===== config.mk =====
export PLATFORM = sky130hd
export DESIGN_NAME = cpu_port_fifo_flat
export DESIGN_NICKNAME = d
export VERILOG_FILES = /design/src/rtl/cpu_port_fifo_if.sv /design/src/rtl/cpu_port_fifo.sv /design/src/flat_wrapper.sv
export SDC_FILE = /design/constraint.sdc
export NUM_CORES = 1
export LEC_CHECK = 0
export ABC_AREA = 1
export CORE_MARGIN = 8
export CORE_UTILIZATION = 45
export CTS_CLUSTER_SIZE = 10
export DETAILED_ROUTE_END_ITERATION = 10
export HOLD_SLACK_MARGIN = 0.08
export PLACE_DENSITY = 0.68
export SKIP_LAST_GASP = 1
export SYNTH_ARGS = -nofsm -noshare
export SYNTH_HDL_FRONTEND = slang
export SYNTH_SLANG_ARGS = --single-unit

===== constraint.sdc =====
create_clock -name clk -period 1.8 [get_ports clk]
set_clock_uncertainty 0.15 [all_clocks]
set_input_delay 0.36 -clock clk [delete_from_list [all_inputs] [get_ports clk]]
set_output_delay 0.36 -clock clk [all_outputs]
set_load 0.05 [all_outputs]

===== src/rtl/cpu_port_fifo_if.sv =====
// rtl/cpu_port_fifo_if.sv - CPU output-port FIFO bus: write strobe, drain handshake, status.
// Optional out_parity is present when CPU_PORT_PARITY_EN is defined.
interface cpu_port_fifo_if #(
    parameter int WIDTH = 4,
    parameter int DEPTH = 8
);
    localparam int AW = $clog2(DEPTH);

    logic             wr_en;
    logic [WIDTH-1:0] wr_data;
    logic [WIDTH-1:0] out_data;
    logic             out_valid;
    logic             out_ready;
    logic             full;
    logic             empty;
    logic [AW:0]      count;
    logic             ovf;
    logic             ovf_clr;
`ifdef CPU_PORT_PARITY_EN
    logic             out_parity;
`endif

    modport slave (
        input  wr_en, wr_data, out_ready, ovf_clr,
        output out_data, out_valid, full, empty, count, ovf
`ifdef CPU_PORT_PARITY_EN
        , output out_parity
`endif
    );

    modport master (
        output wr_en, wr_data, out_ready, ovf_clr,
        input  out_data, out_valid, full, empty, count, ovf
`ifdef CPU_PORT_PARITY_EN
        , input out_parity
`endif
    );
endinterface


===== src/rtl/cpu_port_fifo.sv =====
// rtl/cpu_port_fifo.sv - FWFT queue buffering CPU output-port writes for a slow consumer.
// Define CPU_PORT_PARITY_EN to add out_parity (even parity over the head entry).
module cpu_port_fifo #(
    parameter int WIDTH = 4,
    parameter int DEPTH = 8
) (
    input  logic            clk,
    input  logic            rst,
    cpu_port_fifo_if.slave  bus
);
    localparam int AW = $clog2(DEPTH);

    logic [WIDTH-1:0] mem [DEPTH];
    logic [AW-1:0]    wr_ptr;
    logic [AW-1:0]    rd_ptr;
    logic [AW:0]      cnt;
    logic             ovf_q;
    logic             is_full;
    logic             is_empty;
    logic             pop;
    logic             push;
    logic             drop;

    assign is_full  = (cnt == (AW+1)'(DEPTH));
    assign is_empty = (cnt == '0);

    // A full queue still accepts a write when the head leaves on the same edge.
    assign pop  = !is_empty && bus.out_ready;
    assign push = bus.wr_en && (!is_full || pop);
    assign drop = bus.wr_en && is_full && !pop;

    always_ff @(posedge clk or posedge rst) begin
        if (rst) begin
            wr_ptr <= '0;
            rd_ptr <= '0;
            cnt    <= '0;
            ovf_q  <= 1'b0;
        end else begin
            if (push) wr_ptr <= wr_ptr + 1'b1;
            if (pop)  rd_ptr <= rd_ptr + 1'b1;
            case ({push, pop})
                2'b10:   cnt <= cnt + 1'b1;
                2'b01:   cnt <= cnt - 1'b1;
                default: cnt <= cnt;
            endcase
            if (drop)             ovf_q <= 1'b1;
            else if (bus.ovf_clr) ovf_q <= 1'b0;
        end
    end

    // Storage carries no reset; the pointers alone decide what is valid.
    always_ff @(posedge clk) begin
        if (push) mem[wr_ptr] <= bus.wr_data;
    end

    assign bus.out_data  = is_empty ? '0 : mem[rd_ptr];
    assign bus.out_valid = !is_empty;
    assign bus.full      = is_full;
    assign bus.empty     = is_empty;
    assign bus.count     = cnt;
    assign bus.ovf       = ovf_q;

`ifdef CPU_PORT_PARITY_EN
    assign bus.out_parity = ^bus.out_data;
`endif
endmodule


===== src/flat_wrapper.sv =====
// flat-port wrapper written by rule: the top's interface ports become plain ports
module cpu_port_fifo_flat 
#(
    parameter int WIDTH = 4,
    parameter int DEPTH = 8
)
  (clk, rst, bus_wr_en, bus_wr_data, bus_out_ready, bus_ovf_clr, bus_out_data, bus_out_valid, bus_full, bus_empty, bus_count, bus_ovf);
  cpu_port_fifo_if #(.WIDTH(WIDTH), .DEPTH(DEPTH)) bus_i ();
  input  logic clk;
  input  logic rst;
  input wire logic [$bits(bus_i.wr_en)-1:0] bus_wr_en;
  input wire logic [$bits(bus_i.wr_data)-1:0] bus_wr_data;
  input wire logic [$bits(bus_i.out_ready)-1:0] bus_out_ready;
  input wire logic [$bits(bus_i.ovf_clr)-1:0] bus_ovf_clr;
  output wire logic [$bits(bus_i.out_data)-1:0] bus_out_data;
  output wire logic [$bits(bus_i.out_valid)-1:0] bus_out_valid;
  output wire logic [$bits(bus_i.full)-1:0] bus_full;
  output wire logic [$bits(bus_i.empty)-1:0] bus_empty;
  output wire logic [$bits(bus_i.count)-1:0] bus_count;
  output wire logic [$bits(bus_i.ovf)-1:0] bus_ovf;
  assign bus_i.wr_en = bus_wr_en;
  assign bus_i.wr_data = bus_wr_data;
  assign bus_i.out_ready = bus_out_ready;
  assign bus_i.ovf_clr = bus_ovf_clr;
  assign bus_out_data = bus_i.out_data;
  assign bus_out_valid = bus_i.out_valid;
  assign bus_full = bus_i.full;
  assign bus_empty = bus_i.empty;
  assign bus_count = bus_i.count;
  assign bus_ovf = bus_i.ovf;
  cpu_port_fifo #(.WIDTH(WIDTH), .DEPTH(DEPTH)) u_core (.clk(clk), .rst(rst), .bus(bus_i));
endmodule

==> summary.txt, run 1 <==
Worst setup path
  – Setup crit start kind: flip-flop
  – Worst EP required: about 1.8 ns
  – CP Cell Sequence: inv_4 -> nand3_4 -> nor2_4 -> nand2_4 -> nand2_4 -> ha_4 -> inv_2 -> nand2_2 -> nand2_4 -> ha_4 -> a21oi_4 -> xor2_1 -> o21ai_1
  – Critical path class: reg2reg
  – FF-to-FF Start: u_core.bus.count[1]$_DFFE_PP0P_
  – Critical Path Start: u_core.bus.count[1]$_DFFE_PP0P_
  – CP max stage cell: dfrtp_2
  – Crit path max-delay family: simple AND/OR/NAND/NOR gates
  – Critical Path End Type: flip-flop
  – CP dominant cell by count: nand2_4
  – Max stage delay on crit path: about 0.43 ns
  – Crit path max fanout: 4
  – WP buf/inv: 2
  – CP arrival: 2.18 ns

Floorplanning
  – Core Area: 4290 um^2
  – # IOs: 21
  – FP Rows: 24
  – Initial Utilization: a little under half
  – Die area: ~6800 um^2
  – Die Ht: 82.3 um
  – Die Wd: just over 80 um

Clock tree
  – CTS Sinks: 43
  – Clk Latency, worst-skew pair: around 0.29 ns
  – CTS root buf: clkbuf_8
  – CTS H-tree depth: 2
  – Clock tree buffer depth: 2
  – CTS buffer count: 5
  – Clock slew at reported path FFs: around 0.080 ns
  – Hold buffers post-CTS: 0
  – CTS tree: yes

Layout
  – Final Non-Filler Cells: ~290
  – ANT cells: 0
  – # fillers: ~300
  – Register area: 1240 um^2
  – Share of layout cells above drive strength 1: between 40 and 50%
  – Nets: about 250
  – P&R area growth vs syn: 49.3%
  – Area of the multi-input gates: 886 um^2

Placed design
  – Placed cell count: 269
  – Placer Congestion: between 0.8 and 0.9
  – Dpl ws: -0.407 ns
  – IO Port Bufs: 20
  – Post-DP HPWL: around 3100 um

Power and ir drop
  – Peak VDD IR: between 0.7 and 0.8 mV
  – Leakage dissipation: between 1 and 1.5 nW
  – PwrDens: 1960 nW/um^2

Synthesis
  – Largest area contributor in the netlist: edfxtp_1
  – Top cells by area, synth: edfxtp_1 49%, dfrtp_1 14%, nor2_1 6.6%
  – Seq cells post-synth: 43
  – Post-synth top area share: about half
  – Synth Area per Inst: about 11 um^2
  – Synth unique cells: 26
  – Ys Warns: 0
  – Cells after synthesis: 185
  – Cell Area, Synth: 1980 um^2
  – Post-Synthesis Net Count: approximately 200
  – Post-synthesis sequential area ratio: between 60 and 70%

STA
  – Worst setup slack after layout: -0.357 ns
  – Worst-margin pin slew: about 0.50 ns
  – Slew margin rel.: 66.3%
  – FMAX: 0.464 GHz
  – Final min period: 2.16 ns
  – Final setup fails: 10
  – Max Slew Vio Count: 0
  – RSZ-0062 raised after global routing: true
  – Hold Fails Final Rpt: 0
  – Part of the cycle the worst path needs: 120%

Drt
  – First DRT Iteration DRCs: ~130
  – Final wirelength: 4770 um
  – DRT antenna net count: 0
  – DRC Markers: 0
  – Number of detailed-route iterations in the first pass: 5
  – Detailed-route via count: about 1500
  – Drt wl/cell: roughly 17 um
  – Routed vias/inst: 5.24

GRT
  – Vias in the first global route: 1504
  – Global-route wire length before repair: about 7300 um
  – Total congestion overflow: 0
  – Initial antenna violation count: 0
  – GRT Util Overall: between 10% and 20%
  – Largest net degree at the start of global routing: 19

Run
  – Maxcap violations: 0

Worst hold path
  – Worst min-delay path class: in2async

Run status
  – Outcome: finished with violations
  – Failing checks: setup timing
-- registers in the layout, indices dropped and copies added, names as in the netlist --
register / cells
u_core.bus.count: 4
u_core.bus.ovf: 1
u_core.mem: 32
u_core.rd_ptr: 3
u_core.wr_ptr: 3
-- layer usage --
| layer | part of all wire [%] | track usage [%] |
|---|---|---|
| met5 | 0 | 0 |
| met1 | 43 | 16.8 |
| met2 | 51 | 24.0 |
| met3 | 3.9 | 3.46 |
| met4 | 1.4 | 6.14 |
-- metrics by stage --
| stage | util, % | power [mW] | hold slack (ns) | TNS [ns] | cell area [um^2] |
|---|---|---|---|---|---|
| 2_1_floorplan | - | 3.29 | 0.0622 | -5.09 | 2090 |
| 3_3_place_gp | 59.9 | 4.49 | 0.386 | -7.58 | 2570 |
| 3_5_place_dp | 59.9 | 4.57 | 0.392 | -9.15 | 2570 |
| 4_1_cts | 64.5 | 5.36 | 0.259 | -1.41 | 2770 |
| 5_1_grt | 68.8 | 6.10 | 0.282 | -2.72 | 2960 |
| 6_report | 68.8 | 5.80 | 0.258 | -1.95 | 2960 |
-- final cells by class --
class / instances / share of cell area (%)
Timing Repair Buffer: 47 / 19.5
Clock buffer: 7 / 2.58
Tap cell: 52 / 2.20
Multi-Input combinational cell: 118 / 30.0
Inverter: 19 / 3.18
Timing Repair inverter: 1 / 0.296
Clock inverter: 1 / 0.169
Sequential cell: 43 / 42.1
-- worst reg2reg max path, stage by stage (launching register included) --
cell and delay (ns):
dfrtp_2 0.43, inv_4 0.09, nand3_4 0.08, nor2_4 0.16, nand2_4 0.06, nand2_4 0.08
ha_4 0.18, inv_2 0.05, nand2_2 0.07, nand2_4 0.06, ha_4 0.16, a21oi_4 0.13
xor2_1 0.22, o21ai_1 0.10
-- synthesized netlist by cell type (all sizes together) --
master  instances
or2             1
buf             4
dfrtp          11
nand2          28
inv            19
nand4           1
o211ai          4
clkbuf          1
o21ai          23
ha              5
a21oi           1
xnor2           3
o22ai           4
edfxtp         32
nor2           40
xor2            3
nand3           5
-- cell usage in the layout (no fill, tap or decap), types with 2 or more instances in the layout --
master / Yosys / routed
clkbuf_1: 1 / 2
o21ai_2: 0 / 2
nor2_4: 1 / 16
nand3_4: 0 / 2
nor2_2: 4 / 5
dfrtp_2: 0 / 6
inv_2: 4 / 6
o211ai_1: 4 / 4
xor2_1: 3 / 3
dfrtp_1: 11 / 5
ha_1: 5 / 2
buf_4: 2 / 19
nor2_1: 35 / 19
inv_1: 14 / 9
buf_12: 0 / 12
nand2_1: 25 / 14
nand2_2: 1 / 10
nand2_4: 2 / 3
o21ai_1: 1 / 9
o22ai_1: 4 / 4
ha_4: 0 / 3
inv_6: 0 / 2
clkbuf_16: 0 / 2
clkbuf_8: 0 / 5
buf_6: 0 / 4
clkdlybuf4s50_1: 0 / 7
o21ai_0: 22 / 12
nand3_1: 4 / 3
inv_4: 1 / 2
edfxtp_1: 32 / 32
xnor2_1: 3 / 2
-- power by group --
group | internal [mW] | switching [mW]
Sequential | 1.29 | 0.198
Clock | 0.272 | 0.308
Combinational | 1.69 | 2.05
-- final timing paths --
check | to | slack (ns) | depth (start not counted)
max | u_core.bus.count[2]$_DFFE_PP0P_ | -0.36 | 13
max in group asynchronous | u_core.bus.count[2]$_DFFE_PP0P_ | 0.88 | 2
min in group clk | u_core.bus.ovf$_DFFE_PP0P_ | 0.39 | 2
max reg2reg | u_core.bus.count[2]$_DFFE_PP0P_ | -0.36 | 13
min reg2reg | u_core.bus.ovf$_DFFE_PP0P_ | 0.39 | 2
min | u_core.bus.ovf$_DFFE_PP0P_ | 0.26 | 2
-- cell families after synthesis --
| group | synth area share [%] |
|---|---|
| simple gates | 17.7 |
| flops | 62.5 |
| compound gates | 8.85 |
| buf+inv | 5.18 |
| xor+xnor | 2.66 |
| fa+ha+maj | 3.16 |
-- what timing repair did --
item	in CTS	in global routing
pin swaps	11	32
cloned	0	3
setup endpoints to repair	18	31
buffers inserted	5	4
resized for setup	26	36
Note: power is estimated with default switching activity, not from simulation.
==> run 2: changes to the inputs <==
--- a/config.mk
+++ b/config.mk
@@ -8,6 +8,8 @@
 export ABC_AREA = 1
 export CORE_MARGIN = 8
 export CORE_UTILIZATION = 45
+export CTS_BUF_LIST = sky130_fd_sc_hd__clkbuf_8 sky130_fd_sc_hd__clkbuf_16
+export CTS_CLUSTER_DIAMETER = 80
 export CTS_CLUSTER_SIZE = 10
 export DETAILED_ROUTE_END_ITERATION = 10
 export HOLD_SLACK_MARGIN = 0.08
==> run 2 against run 1 <==
The flow still finishes with violations (setup timing); critical endpoint unchanged; total power fell by 0.12%; sequential power barely moved; critical path type unchanged; combinational power barely moved; count of clock-buffer cells in the layout fell by 2.
==> summary.txt, run 2 (same netlist as run 1, synthesis figures left out) <==
Run status
  – Outcome: finished with violations (unchanged)
  – Failing checks: setup timing (unchanged)

Power and ir drop
  – Leakage dissipation: 1.15 nW (about the same)
  – Total power: 5.80 mW (about the same)
  – PwrDens: 1960 nW/um^2 (about the same)
  – Net switching power figure: 2.56 mW (about the same)
  – Comb pwr share: 64.4% (about the same)
  – Reg power frac: 25.7% (was 25.6%)
  – Clock power frac: 9.8% (was 10.0%)
  – Peak VDD IR: 0.770 mV (about the same)
  – P_int: 3.24 mW (was 3.25 mW)
  – Switching share of power: 44.2% (was 44.0%)

Drt
  – Routed vias/inst: 5.22 (was 5.24)
  – Detailed-route via count: 1503 (was 1510)
  – DRT antenna net count: 0 (unchanged)
  – DRC Markers: 0 (unchanged)
  – Drt wl/cell: 16.6 um (about the same)
  – Number of detailed-route iterations in the first pass: 4 (was 5)
  – Final wirelength: 4770 um (about the same)
  – First DRT Iteration DRCs: 132 (was 131)

Clock tree
  – CTS Sinks: 43 (unchanged)
  – CTS tree: yes (unchanged)
  – Hold buffers post-CTS: 0 (unchanged)
  – Clk Latency, worst-skew pair: 0.29 ns (about the same)
  – CTS root buf: clkbuf_8 (unchanged)
  – CTS buffer count: 5 (unchanged)
  – Clock tree buffer depth: 2 (unchanged)
  – Clock slew at reported path FFs: 0.08 ns (about the same)
  – CTS H-tree depth: 2 (unchanged)

Worst setup path
  – Setup crit start kind: flip-flop (unchanged)
  – Crit path max-delay family: simple AND/OR/NAND/NOR gates (unchanged)
  – CP arrival: 2.18 ns (about the same)
  – CP dominant cell by count: nand2_4 (unchanged)
  – Critical path class: reg2reg (unchanged)
  – Crit path max fanout: 4 (unchanged)
  – Max stage delay on crit path: 0.43 ns (about the same)
  – Critical Path End Type: flip-flop (unchanged)
  – WP buf/inv: 2 (unchanged)
  – CP max stage cell: dfrtp_2 (unchanged)
  – CP Cell Sequence: inv_4 -> nand3_4 -> nor2_4 -> nand2_4 -> nand2_4 -> ha_4 -> inv_2 -> nand2_2 -> nand2_4 -> ha_4 -> a21oi_4 -> xor2_1 -> o21ai_1 (unchanged)
  – Worst EP required: 1.82 ns (about the same)

Floorplanning
  – # IOs: 21 (unchanged)
  – Die area: 6780 um^2 (unchanged)
  – Die Wd: 82.3 um (unchanged)
  – Initial Utilization: 46.1% (unchanged)
  – FP Rows: 24 (unchanged)
  – Die Ht: 82.3 um (unchanged)
  – Core Area: 4290 um^2 (unchanged)

Layout
  – Area of the multi-input gates: 886 um^2 (unchanged)
  – Final core utilization: 68.8% (unchanged)
  – Max FFs per register: 32 (unchanged)
  – Biggest register: u_core.mem (unchanged)
  – # fillers: 308 (unchanged)
  – Cell area after layout: 2960 um^2 (unchanged)
  – Most common cell after layout, fill and taps aside: edfxtp_1 (unchanged)
  – Register area: 1240 um^2 (unchanged)
  – Most frequent cells in the layout: 32 x edfxtp_1, 19 x nor2_1, 19 x buf_4, 16 x nor2_4, 14 x nand2_1 (unchanged)
  – ANT cells: 0 (unchanged)
  – P&R area growth vs syn: 49.3% (unchanged)
  – Nets: 249 (unchanged)
  – Share of layout cells above drive strength 1: 45.8% (unchanged)
  – Final Non-Filler Cells: 288 (unchanged)

STA
  – Hold Fails Final Rpt: 0 (unchanged)
  – Worst-margin pin slew: 0.504 ns (was 0.505 ns)
  – Slew margin rel.: 66.4% (was 66.3%)
  – FMAX: 0.464 GHz (about the same)
  – Max Slew Vio Count: 0 (unchanged)
  – Final min period: 2.16 ns (about the same)
  – RSZ-0062 raised after global routing: true (unchanged)
  – Final setup fails: 10 (unchanged)
  – Part of the cycle the worst path needs: 120% (about the same)
  – Worst setup slack after layout: -0.357 ns (about the same)

Run
  – Maxcap violations: 0 (unchanged)

Worst hold path
  – Worst min-delay path class: in2async (unchanged)

Placed design
  – Placer Congestion: 0.840 (unchanged)
  – IO Port Bufs: 20 (unchanged)
  – Placed cell count: 269 (unchanged)
  – Dpl ws: -0.407 ns (unchanged)
  – Area post-placement: 2570 um^2 (unchanged)
  – Post-DP HPWL: 3080 um (unchanged)

GRT
  – Initial antenna violation count: 0 (unchanged)
  – Largest net degree at the start of global routing: 19 (unchanged)
  – GRT Util Overall: 14.2% (unchanged)
  – Vias in the first global route: 1504 (unchanged)
  – Global-route wire length before repair: 7270 um (unchanged)
  – Total congestion overflow: 0 (unchanged)
run 2: final cells by class:
cell class	instances	share of cell area, %
Sequential cell	43	42.1
Tap cell	52	2.20
Multi-Input combinational cell	118	30.0
Clock inverter	3	0.423
Timing Repair inverter	1	0.296
Clock buffer	5	2.33
Inverter	19	3.18
Timing Repair Buffer	47	19.5
run 2: path summary, 6_finish.rpt:
path / start / end / slack (ns) / cells past startpoint
setup / recovery: u_core.bus.count[1]$_DFFE_PP0P_ / u_core.bus.count[2]$_DFFE_PP0P_ / -0.36 / 13
hold / removal: rst / u_core.bus.ovf$_DFFE_PP0P_ / 0.26 / 2
setup reg to reg: u_core.bus.count[1]$_DFFE_PP0P_ / u_core.bus.count[2]$_DFFE_PP0P_ / -0.36 / 13
hold reg to reg: u_core.bus.ovf$_DFFE_PP0P_ / u_core.bus.ovf$_DFFE_PP0P_ / 0.39 / 2
max in group asynchronous: rst / u_core.bus.count[2]$_DFFE_PP0P_ / 0.88 / 2
min in group clk: u_core.bus.ovf$_DFFE_PP0P_ / u_core.bus.ovf$_DFFE_PP0P_ / 0.39 / 2
run 2: what timing repair did:
| item | CTS | global route |
|---|---|---|
| pin swaps | 11 | 32 |
| buffers inserted | 5 | 4 |
| gates resized for setup | 26 | 36 |
| setup endpoints to repair | 18 | 31 |
| cloned | 0 | 3 |
run 2: stage by stage:
stage / setup TNS [ns] / hold WS (ns)
floorplan: -5.09 / 0.0622
global placement: -7.58 / 0.386
detailed placement: -9.15 / 0.392
CTS: -1.41 / 0.259
global route: -2.72 / 0.281
finish: -1.93 / 0.257
run 2: layer usage:
metal	up-vias	part of all wire, %	track usage [%]
li1	721	-	-
met1	742	44	16.8
met2	31	51	24.0
met3	9	3.6	3.46
met4	0	1.4	6.14
met5	-	0	0
run 2: power by group through the flow:
stage	logic, mW	registers [mW]	clock network, mW
global route	3.95	1.51	0.627
global placement	3.00	1.49	0
floorplan	1.68	1.61	0
detailed placement	3.07	1.50	0
finish	3.74	1.49	0.570
CTS	3.32	1.45	0.579
==> run 3: changes to the inputs <==
--- a/config.mk
+++ b/config.mk
@@ -6,6 +6,7 @@
 export NUM_CORES = 1
 export LEC_CHECK = 0
 export ABC_AREA = 1
+export CAP_MARGIN = 15
 export CORE_MARGIN = 8
 export CORE_UTILIZATION = 45
 export CTS_BUF_LIST = sky130_fd_sc_hd__clkbuf_8 sky130_fd_sc_hd__clkbuf_16
@@ -14,7 +15,6 @@
 export DETAILED_ROUTE_END_ITERATION = 10
 export HOLD_SLACK_MARGIN = 0.08
 export PLACE_DENSITY = 0.68
-export SKIP_LAST_GASP = 1
 export SYNTH_ARGS = -nofsm -noshare
 export SYNTH_HDL_FRONTEND = slang
 export SYNTH_SLANG_ARGS = --single-unit
==> run 3 against run 2 <==
The flow still finishes with violations (setup timing); wire length down 1.3%; critical path depth down 5; via count decreased by 0.60%; die area is the same; worst setup slack gained 0.044 ns; count of clock-buffer cells in the layout unchanged; non-clock buffer count did not move; total power grew 0.30%; critical path type is now reg2out.
==> summary.txt, run 3 (same netlist as run 1, synthesis figures left out) <==
Layout
  – Share of layout cells above drive strength 1: 47.9% (was 45.8%)
  – Final core utilization: 69.3% (was 68.8%)
  – Nets: 249 (unchanged)
  – ANT cells: 0 (unchanged)
  – Biggest register: u_core.mem (unchanged)
  – Most frequent cells in the layout: 32 x edfxtp_1, 18 x buf_4, 16 x nor2_4, 16 x nor2_1, 14 x nand2_1 (was 32 x edfxtp_1, 19 x nor2_1, 19 x buf_4, 16 x nor2_4, 14 x nand2_1)
  – Max FFs per register: 32 (unchanged)
  – Cell area after layout: 2970 um^2 (was 2960 um^2)
  – Most common cell after layout, fill and taps aside: edfxtp_1 (unchanged)
  – P&R area growth vs syn: 50.3% (was 49.3%)

Power and ir drop
  – Clock power frac: 9.8% (about the same)
  – Net switching power figure: 2.56 mW (about the same)
  – Peak VDD IR: 0.745 mV (was 0.770 mV)
  – PwrDens: 1950 nW/um^2 (was 1960 nW/um^2)
  – Comb pwr share: 64.6% (was 64.4%)
  – P_int: 3.25 mW (was 3.24 mW)
  – Switching share of power: 44.0% (was 44.2%)
  – Leakage dissipation: 1.16 nW (was 1.15 nW)
  – Reg power frac: 25.6% (was 25.7%)

Clock tree
  – Clk Latency, worst-skew pair: 0.29 ns (about the same)
  – Clock slew at reported path FFs: 0.08 ns (about the same)
  – CTS tree: yes (unchanged)
  – CTS buffer count: 5 (unchanged)
  – Clock tree buffer depth: 2 (unchanged)
  – CTS Sinks: 43 (unchanged)
  – CTS H-tree depth: 2 (unchanged)
  – CTS root buf: clkbuf_8 (unchanged)

STA
  – Hold Fails Final Rpt: 0 (unchanged)
  – RSZ-0062 raised after global routing: true (unchanged)
  – Max Slew Vio Count: 0 (unchanged)
  – Final setup fails: 10 (unchanged)
  – Hold slack: 0.253 ns (was 0.257 ns)
  – Worst setup slack after layout: -0.313 ns (was -0.357 ns)
  – Setup TNS: -1.75 ns (was -1.93 ns)
  – Final min period: 2.11 ns (was 2.16 ns)
  – Part of the cycle the worst path needs: 117% (was 120%)
  – Worst-margin pin slew: 0.498 ns (was 0.504 ns)
  – Slew margin rel.: 66.8% (was 66.4%)
  – FMAX: 0.473 GHz (was 0.464 GHz)

GRT
  – Global-route wire length before repair: 7260 um (was 7270 um)
  – GRT Util Overall: 14.2% (about the same)
  – Vias in the first global route: 1502 (was 1504)
  – Initial antenna violation count: 0 (unchanged)
  – Largest net degree at the start of global routing: 19 (unchanged)
  – Total congestion overflow: 0 (unchanged)

Floorplanning
  – Die Wd: 82.3 um (unchanged)
  – FP Rows: 24 (unchanged)
  – Core Area: 4290 um^2 (unchanged)
  – Die area: 6780 um^2 (unchanged)
  – Initial Utilization: 46.1% (unchanged)
  – # IOs: 21 (unchanged)
  – Die Ht: 82.3 um (unchanged)

Worst setup path
  – WP buf/inv: 2 (unchanged)
  – CP max stage cell: dfrtp_2 (unchanged)
  – Worst EP required: 1.29 ns (was 1.82 ns)
  – Crit path max fanout: 6 (was 4)
  – Critical Path Start: u_core.rd_ptr[0]$_DFFE_PP0P_ (was u_core.bus.count[1]$_DFFE_PP0P_)
  – Worst setup endpoint: bus_out_data[0] (was u_core.bus.count[2]$_DFFE_PP0P_)
  – Worst r2r path cells: 13 (unchanged)
  – Crit path max-delay family: flip-flops (was simple AND/OR/NAND/NOR gates)
  – Setup crit start kind: flip-flop (unchanged)
  – Stages on worst setup path: 8 (was 13)
  – FF-to-FF Start: u_core.bus.count[1]$_DFFE_PP0P_ (unchanged)
  – CP Cell Sequence: buf_12 -> nor2_1 -> nor2_1 -> o21ai_1 -> o211ai_1 -> nand2_2 -> nor2_4 -> buf_12 (was inv_4 -> nand3_4 -> nor2_4 -> nand2_4 -> nand2_4 -> ha_4 -> inv_2 -> nand2_2 -> nand2_4 -> ha_4 -> a21oi_4 -> xor2_1 -> o21ai_1)
  – R2R setup slack: -0.26 ns (was -0.36 ns)
  – Worst reg2reg path endpoint: u_core.bus.count[2]$_DFFE_PP0P_ (unchanged)
  – CP arrival: 1.60 ns (was 2.18 ns)
  – Max stage delay on crit path: 0.46 ns (was 0.43 ns)
  – Critical path class: reg2out (was reg2reg)
  – Critical Path End Type: primary output (was flip-flop)

Placed design
  – IO Port Bufs: 20 (unchanged)
  – Area post-placement: 2570 um^2 (unchanged)
  – Dpl ws: -0.407 ns (unchanged)
  – Post-DP HPWL: 3080 um (unchanged)
  – Placer Congestion: 0.840 (unchanged)

Drt
  – Drt wl/cell: 16.3 um (was 16.6 um)
  – First DRT Iteration DRCs: 132 (unchanged)
  – DRC Markers: 0 (unchanged)
  – Number of detailed-route iterations in the first pass: 4 (unchanged)
  – Detailed-route via count: 1494 (was 1503)
  – DRT antenna net count: 0 (unchanged)
  – Final wirelength: 4710 um (was 4770 um)
  – Routed vias/inst: 5.19 (was 5.22)

Run status
  – Outcome: finished with violations (unchanged)
  – Failing checks: setup timing (unchanged)

Run
  – Maxcap violations: 0 (unchanged)

Worst hold path
  – Worst min-delay path class: in2async (unchanged)
## run 3: final cells by class
cell class / count / area, um^2
clock buffers: 5 / 68.8
clock inverters: 3 / 12.5
fillers: 304 / 1320
inverters: 19 / 93.8
multi-input cells: 118 / 898
flip-flops and latches: 43 / 1240
well taps: 52 / 65.1
repair buffers: 47 / 581
repair inverters: 1 / 11.3
## run 3: how the worst min path moves through the flow
stage | startpoint | endpoint | slack, ns | cells after the start
5_1_grt | rst | u_core.bus.ovf$_DFFE_PP0P_ | 0.28 | 2
3_3_place_gp | u_core.bus.ovf$_DFFE_PP0P_ | u_core.bus.ovf$_DFFE_PP0P_ | 0.39 | 2
6_report | rst | u_core.bus.ovf$_DFFE_PP0P_ | 0.25 | 2
4_1_cts | rst | u_core.wr_ptr[2]$_DFFE_PP0P_ | 0.26 | 2
3_5_place_dp | u_core.bus.ovf$_DFFE_PP0P_ | u_core.bus.ovf$_DFFE_PP0P_ | 0.39 | 2
2_1_floorplan | rst | u_core.bus.ovf$_DFFE_PP0P_ | 0.06 | 1
## run 3: timing repair
| item | 4_1_cts | 5_1_grt |
|---|---|---|
| resized for setup | 30 | 42 |
| setup buffers | 5 | 4 |
| setup endpoints to repair | 18 | 31 |
| hold buffers | 0 | 0 |
| hold endpoints to repair | 0 | 0 |
| pin swaps | 11 | 27 |
| cloned | 0 | 3 |
## run 3: routing by layer
layer  up-vias  part of all wire [%]  track usage, %  wire [um]
met4         0                   1.1            6.14         53
li1        723                     -               -          -
met3         7                   4.4            3.46        206
met5         -                     0               0          0
met2        28                    53            24.0       2480
met1       736                    42            16.7       1970
## run 3: power by group through the flow
stage,sequential (mW),clock [mW],combinational (mW)
2_1_floorplan,1.61,0,1.68
3_3_place_gp,1.49,0,3.00
6_report,1.49,0.572,3.75
3_5_place_dp,1.50,0,3.07
5_1_grt,1.51,0.624,3.98
4_1_cts,1.45,0.579,3.34
## run 3: metrics by stage
step	power [mW]	std cells
floorplan	3.29	185
global placement	4.49	269
detailed placement	4.57	269
CTS	5.37	282
global route	6.12	288
finish	5.81	288
